===== config.mk =====
export PLATFORM = sky130hd
export DESIGN_NAME = seg7_byte_decoder
export DESIGN_NICKNAME = d
export VERILOG_FILES = /design/src/rtl/seg7_pkg.sv /design/src/rtl/seg7_nibble_decode.sv /design/src/rtl/seg7_byte_decoder.sv
export SDC_FILE = /design/constraint.sdc
export NUM_CORES = 1
export LEC_CHECK = 0
export CORE_AREA = 2 2 79 81
export CTS_CLUSTER_DIAMETER = 120
export CTS_CLUSTER_SIZE = 10
export DETAILED_ROUTE_END_ITERATION = 6
export DIE_AREA = 0 0 81 83
export REMOVE_ABC_BUFFERS = 1
export SLEW_MARGIN = 20
export SYNTH_ARGS = -nofsm -noshare
export SYNTH_HDL_FRONTEND = slang
export SYNTH_SLANG_ARGS = --single-unit

===== constraint.sdc =====
create_clock -name clkIN -period 2.1 [get_ports clkIN]
set_input_delay 0.21 -clock clkIN [delete_from_list [all_inputs] [get_ports clkIN]]
set_output_delay 0.21 -clock clkIN [all_outputs]
set_load 0.05 [all_outputs]

===== src/rtl/seg7_pkg.sv =====
// rtl/seg7_pkg.sv - shared seven-segment constants, state encoding and helpers
//
// Contents:
//   SEG_TABLE         7-bit segment words (a..g in bit6..bit0) for hex digits 0..F
//   STABLE_CYCLES_MIN lower bound of the decoder debounce parameter
//   STABLE_CYCLES_MAX upper bound of the decoder debounce parameter
//   dec_state_t       byte decoder FSM encoding
//   seg7_encode()     nibble -> segment word, used by the segment encoder
package seg7_pkg;

   localparam int unsigned STABLE_CYCLES_MIN = 2;
   localparam int unsigned STABLE_CYCLES_MAX = 255;

   localparam logic [6:0] SEG_TABLE [16] = '{
      7'h7E, 7'h30, 7'h6D, 7'h79, 7'h33, 7'h5B, 7'h5F, 7'h70,
      7'h7F, 7'h7B, 7'h77, 7'h1F, 7'h0D, 7'h3D, 7'h4F, 7'h47
   };

   typedef enum logic [1:0] {
      ST_SETTLE = 2'd0,
      ST_EMIT   = 2'd1,
      ST_HOLD   = 2'd2
   } dec_state_t;

   function automatic logic [6:0] seg7_encode(input logic [3:0] nibble);
      return SEG_TABLE[nibble];
   endfunction

endpackage


===== src/rtl/seg7_nibble_decode.sv =====
// rtl/seg7_nibble_decode.sv - combinational segment word to nibble lookup
//
// Ports:
//   seg    in   7  segment word, bit6..bit0 = a..g, 1 = lit
//   nibble out  4  decoded hex digit (0 when hit is low)
//   hit    out  1  seg matched an entry of SEG_TABLE
module seg7_nibble_decode
   import seg7_pkg::*;
(
   input  logic [6:0] seg,
   output logic [3:0] nibble,
   output logic       hit
);

   always_comb begin
      nibble = 4'd0;
      hit    = 1'b0;
      for (int i = 0; i < 16; i++) begin
         if (seg == SEG_TABLE[i]) begin
            nibble = 4'(i);
            hit    = 1'b1;
         end
      end
   end

endmodule


===== src/rtl/seg7_byte_decoder.sv =====
// rtl/seg7_byte_decoder.sv - debounced two-digit seven-segment to byte decoder
//
// Parameters:
//   STABLE_CYCLES  consecutive identical samples needed to accept a pair
// Ports:
//   clkIN     in   1  clock, rising edge
//   rstIN     in   1  synchronous active-high reset
//   segHiIN   in   7  segment word of the high nibble
//   segLoIN   in   7  segment word of the low nibble
//   dataOUT   out  8  decoded byte {hi, lo}
//   validOUT  out  1  dataOUT holds an unconsumed byte
//   readyIN   in   1  consumer takes dataOUT when validOUT && readyIN
//   errOUT    out  1  pulse: stable pair contained an undecodable word
//   ovfOUT    out  1  pulse: decoded byte dropped, output register full
module seg7_byte_decoder
   import seg7_pkg::*;
#(
   parameter int unsigned STABLE_CYCLES = 4
)(
   input  logic       clkIN,
   input  logic       rstIN,
   input  logic [6:0] segHiIN,
   input  logic [6:0] segLoIN,
   output logic [7:0] dataOUT,
   output logic       validOUT,
   input  logic       readyIN,
   output logic       errOUT,
   output logic       ovfOUT
);

   localparam logic [7:0] CNT_MAX = 8'(STABLE_CYCLES - 1);

   logic [13:0] s0_q, s1_q;
   logic [7:0]  cnt_q, cnt_d;
   dec_state_t  state_q, state_d;

   logic [3:0]  hi_nib, lo_nib;
   logic        hi_hit, lo_hit;
   logic        changed, emit, pair_ok;

   // S1 is the sample the counter has confirmed, so it is the one decoded in
   // EMIT even if S0 has already moved on to a new pair.
   seg7_nibble_decode u_dec_hi (
      .seg    (s1_q[13:7]),
      .nibble (hi_nib),
      .hit    (hi_hit)
   );

   seg7_nibble_decode u_dec_lo (
      .seg    (s1_q[6:0]),
      .nibble (lo_nib),
      .hit    (lo_hit)
   );

   assign changed = (s0_q != s1_q);
   assign emit    = (state_q == ST_EMIT);
   assign pair_ok = hi_hit && lo_hit;

   always_comb begin
      cnt_d = cnt_q;
      if (changed) begin
         cnt_d = 8'd0;
      end else if (cnt_q != CNT_MAX) begin
         cnt_d = cnt_q + 8'd1;
      end
   end

   always_comb begin
      state_d = state_q;
      case (state_q)
         // Looking at the counter's next value lets EMIT start on the same
         // edge the counter saturates, giving STABLE_CYCLES+2 edge latency.
         ST_SETTLE: if (cnt_d == CNT_MAX) state_d = ST_EMIT;
         ST_EMIT:   state_d = ST_HOLD;
         // A change seen during EMIT clears the counter before HOLD can look
         // at S0/S1, so a non-saturated counter also means the pair moved.
         ST_HOLD:   if (changed || (cnt_q != CNT_MAX)) state_d = ST_SETTLE;
         default:   state_d = ST_SETTLE;
      endcase
   end

   always_ff @(posedge clkIN) begin
      if (rstIN) begin
         s0_q     <= 14'd0;
         s1_q     <= 14'd0;
         cnt_q    <= 8'd0;
         state_q  <= ST_SETTLE;
         dataOUT  <= 8'd0;
         validOUT <= 1'b0;
         errOUT   <= 1'b0;
         ovfOUT   <= 1'b0;
      end else begin
         s0_q    <= {segHiIN, segLoIN};
         s1_q    <= s0_q;
         cnt_q   <= cnt_d;
         state_q <= state_d;
         errOUT  <= emit && !pair_ok;
         ovfOUT  <= 1'b0;
         if (emit && pair_ok) begin
            if (!validOUT || readyIN) begin
               dataOUT  <= {hi_nib, lo_nib};
               validOUT <= 1'b1;
            end else begin
               ovfOUT <= 1'b1;
            end
         end else if (readyIN) begin
            validOUT <= 1'b0;
         end
      end
   end

endmodule


==> results.sh <==
export IMPL_status="finished clean"
export IMPL_p_total_mw=1.76
export IMPL_cts_buffers=5
export IMPL_p_leak_nw=1.01
export IMPL_die_area_um2=6720
export IMPL_p_per_area_nw_per_um2=571
export IMPL_cts_htree_levels=2
export IMPL_first_global_vias=1935
export IMPL_die_y_um=83
export IMPL_critical_path_max_stage_delay_ps=550
export IMPL_syn_avg_cell_area_um2=8.65
export IMPL_stdcell_area_um2=3090
export IMPL_cts_hold_fix_buffers=0
export IMPL_cp_slowest_cell="or4b_1"
export IMPL_peakVddDrop_v=0.000308
export IMPL_finalSetupViolations=0
export IMPL_synth_area_um2=2540
export IMPL_drive_gt1_share_pct=16.2
export IMPL_area_growth_syn_to_layout_pct=21.6
export IMPL_ys_warn_count=0
export IMPL_critPathBufInv=1
export IMPL_clockBufferDepth=2
export IMPL_seq_area_frac_synth_pct=38.6
export IMPL_period_share_pct=92.7
export IMPL_crit_arrival_ps=2180
export IMPL_worstMarginPinSlew_ps=492
export IMPL_synth_edf_count=0
export IMPL_die_width_um=81
export IMPL_max_freq_ghz=0.514
export IMPL_dr_pass1_iters=7
export IMPL_cts_tree="built"
export IMPL_drc=0
export IMPL_grt_usage_pct=16.1
export IMPL_insertion_delay_ps=300
export IMPL_wirelength_mm=5.19
export IMPL_drt_iter0_drc=100
export IMPL_clock_skew_ps=5.56
export IMPL_place_congestion=0.936
export IMPL_ant_nets=0
export IMPL_syn_inst=294
export IMPL_ys_ff_latch=49
export IMPL_dpl_hpwl_mm=3.85
export IMPL_nNetsFinal=345
export IMPL_wl_per_cell_um=12.9
export IMPL_post_cts_setup_buffers=0
export IMPL_worstPathMaxFanout=6
export IMPL_core_um2=5820
export IMPL_io_buffer_count=27
export IMPL_synth_ff_type="dfxtp_1"
export IMPL_n_antenna_cell=0
export IMPL_rows=28
export IMPL_path_cells="or4b_1 > a21oi_2 > nor4_2 > a211oi_4 > buf_4 > a21oi_1 > nor3_1"
export IMPL_rsz0062_at_grt="false"
export IMPL_via_count=2094
export IMPL_worst_ep_required_time_ps=2340
export IMPL_maxSlewHeadroom_pct=67.1
export IMPL_fillerInstances=570
export IMPL_path_clk_slew_ps=90
export IMPL_drv_cap=0
export IMPL_grt_pass1_wl_mm=8.65
export IMPL_worstSetupEndpointType="register"
export IMPL_async_reset_ff_share_pct=0
export IMPL_gr_total_overflow=0
export IMPL_dpl_cell_area_um2=2950
export IMPL_pin_count=28
export IMPL_hp_class="input port to register"
export IMPL_final_hold_viol_count=0
export IMPL_cts_num_sinks=49
export IMPL_grt_max_degree=22
export IMPL_critPathKind="register to register"
export IMPL_worst_setup_path_start_kind="register"
export IMPL_layout_common_cells="42 x dfxtp_1, 31 x nor2b_1, 27 x clkdlybuf4s50_1, 25 x nand2_1, 21 x buf_4"
export IMPL_path_delay_family="simple AND/OR/NAND/NOR gates"
export IMPL_finalCriticalPeriod_ps=1950
export IMPL_yosys_cell_types_count=56
export IMPL_layout_commonest_cell="dfxtp_1"
export IMPL_ctsResizeCount=0
export IMPL_tns_ps=0
export IMPL_cts_root_buf="clkbuf_8"
export IMPL_maxSlewViolCount=0
export IMPL_antenna_found_initial=0
export IMPL_floorplan_initialDensity_pct=43.7
export IMPL_vias_per_cell=5.20
==> final cells by class <==
class | count | area [µm²] | share of cell area [%]
Clock inverter | 2 | 17.5 | 0.567
Sequential cell | 49 | 990 | 32.0
Inverter | 2 | 7.51 | 0.243
Multi-Input combinational cell | 221 | 1470 | 47.6
Timing Repair Buffer | 48 | 428 | 13.8
Tap cell | 75 | 93.8 | 3.04
Clock buffer | 6 | 82.6 | 2.67
==> through the flow <==
step	hold WS, ps	utilization, %	setup slack (ps)	cells
after global placement	464	50.8	84.2	395
after global routing	444	53.1	0.796	403
after detailed placement	469	50.8	47.2	395
after floorplan	275	-	106	272
final	445	53.1	153	403
after CTS	436	52.5	25.0	403
==> worst paths after layout <==
kind	startpoint	end	slack [ps]	cells past startpoint
min	segHiIN[0]	s0_q[7]	450	2
min reg2reg	s0_q[2]	s1_q[2]	470	1
max	s1_q[3]	dataOUT[1]	150	7
max reg2reg	s1_q[3]	dataOUT[1]	150	7
==> synth_stat cells (all sizes together) (5+ instances only) <==
library cell / instances / area [µm²]
or3b: 5 / 43.8
o21ai: 6 / 30.0
a211oi: 5 / 55.1
nor2: 13 / 51.3
clkbuf: 9 / 33.8
xnor2: 19 / 166
a21oi: 18 / 93.8
nand4: 7 / 43.8
nor3: 14 / 75.1
nand3b: 6 / 45.0
and3: 5 / 31.3
nand2: 25 / 93.8
buf: 13 / 77.6
nand3: 7 / 35.0
dfxtp: 49 / 981
nand2b: 8 / 50.1
nor2b: 31 / 194
==> report_power, final <==
part | switching [mW] | internal, mW | total (mW) | leakage [nW]
logic | 0.0785 | 0.0960 | 0.174 | 0.551
clock network | 0.330 | 0.274 | 0.604 | 0.0518
registers | 0.0305 | 0.955 | 0.986 | 0.403
==> sequential cells by signal, summed over array words and instances, names as in the netlist <==
| name | flops |
|---|---|
| cnt_q | 8 |
| dataOUT | 8 |
| errOUT | 1 |
| ovfOUT | 1 |
| s0_q | 14 |
| s1_q | 14 |
| state_q | 2 |
| validOUT | 1 |
==> logic make-up (layout without fill, tap and decap cells) <==
kind of cell / count (synthesis) / after routing / synth area share (%)
AO/OA/AOI/OAI: 60 / 60 / 16.8
flip-flops: 49 / 49 / 38.6
adder cells (fa/ha/maj): 2 / 2 / 0.886
buffers and inverters: 24 / 58 / 4.68
XOR/XNOR: 22 / 22 / 7.58
multiplexers: 2 / 2 / 0.787
AND/OR/NAND/NOR: 135 / 135 / 30.7
==> routing by layer <==
metal / vias up / share of wire (%) / GRT usage (%) / wire, µm
li1: 1108 / - / - / -
met1: 947 / 49 / 20.1 / 2530
met2: 32 / 47 / 26.7 / 2420
met3: 7 / 3.3 / 4.13 / 173
met4: 0 / 1.3 / 4.78 / 66
met5: - / 0 / 0 / 0
==> worst register-to-register path: cells and delay by family (launching register included) <==
family | cells | cell delay [ps]
buffers and inverters | 1 | 180
DFF | 1 | 370
and+or+nand+nor | 3 | 800
AOI/OAI and AO/OA | 3 | 540
(Power assumes the default switching activity.)
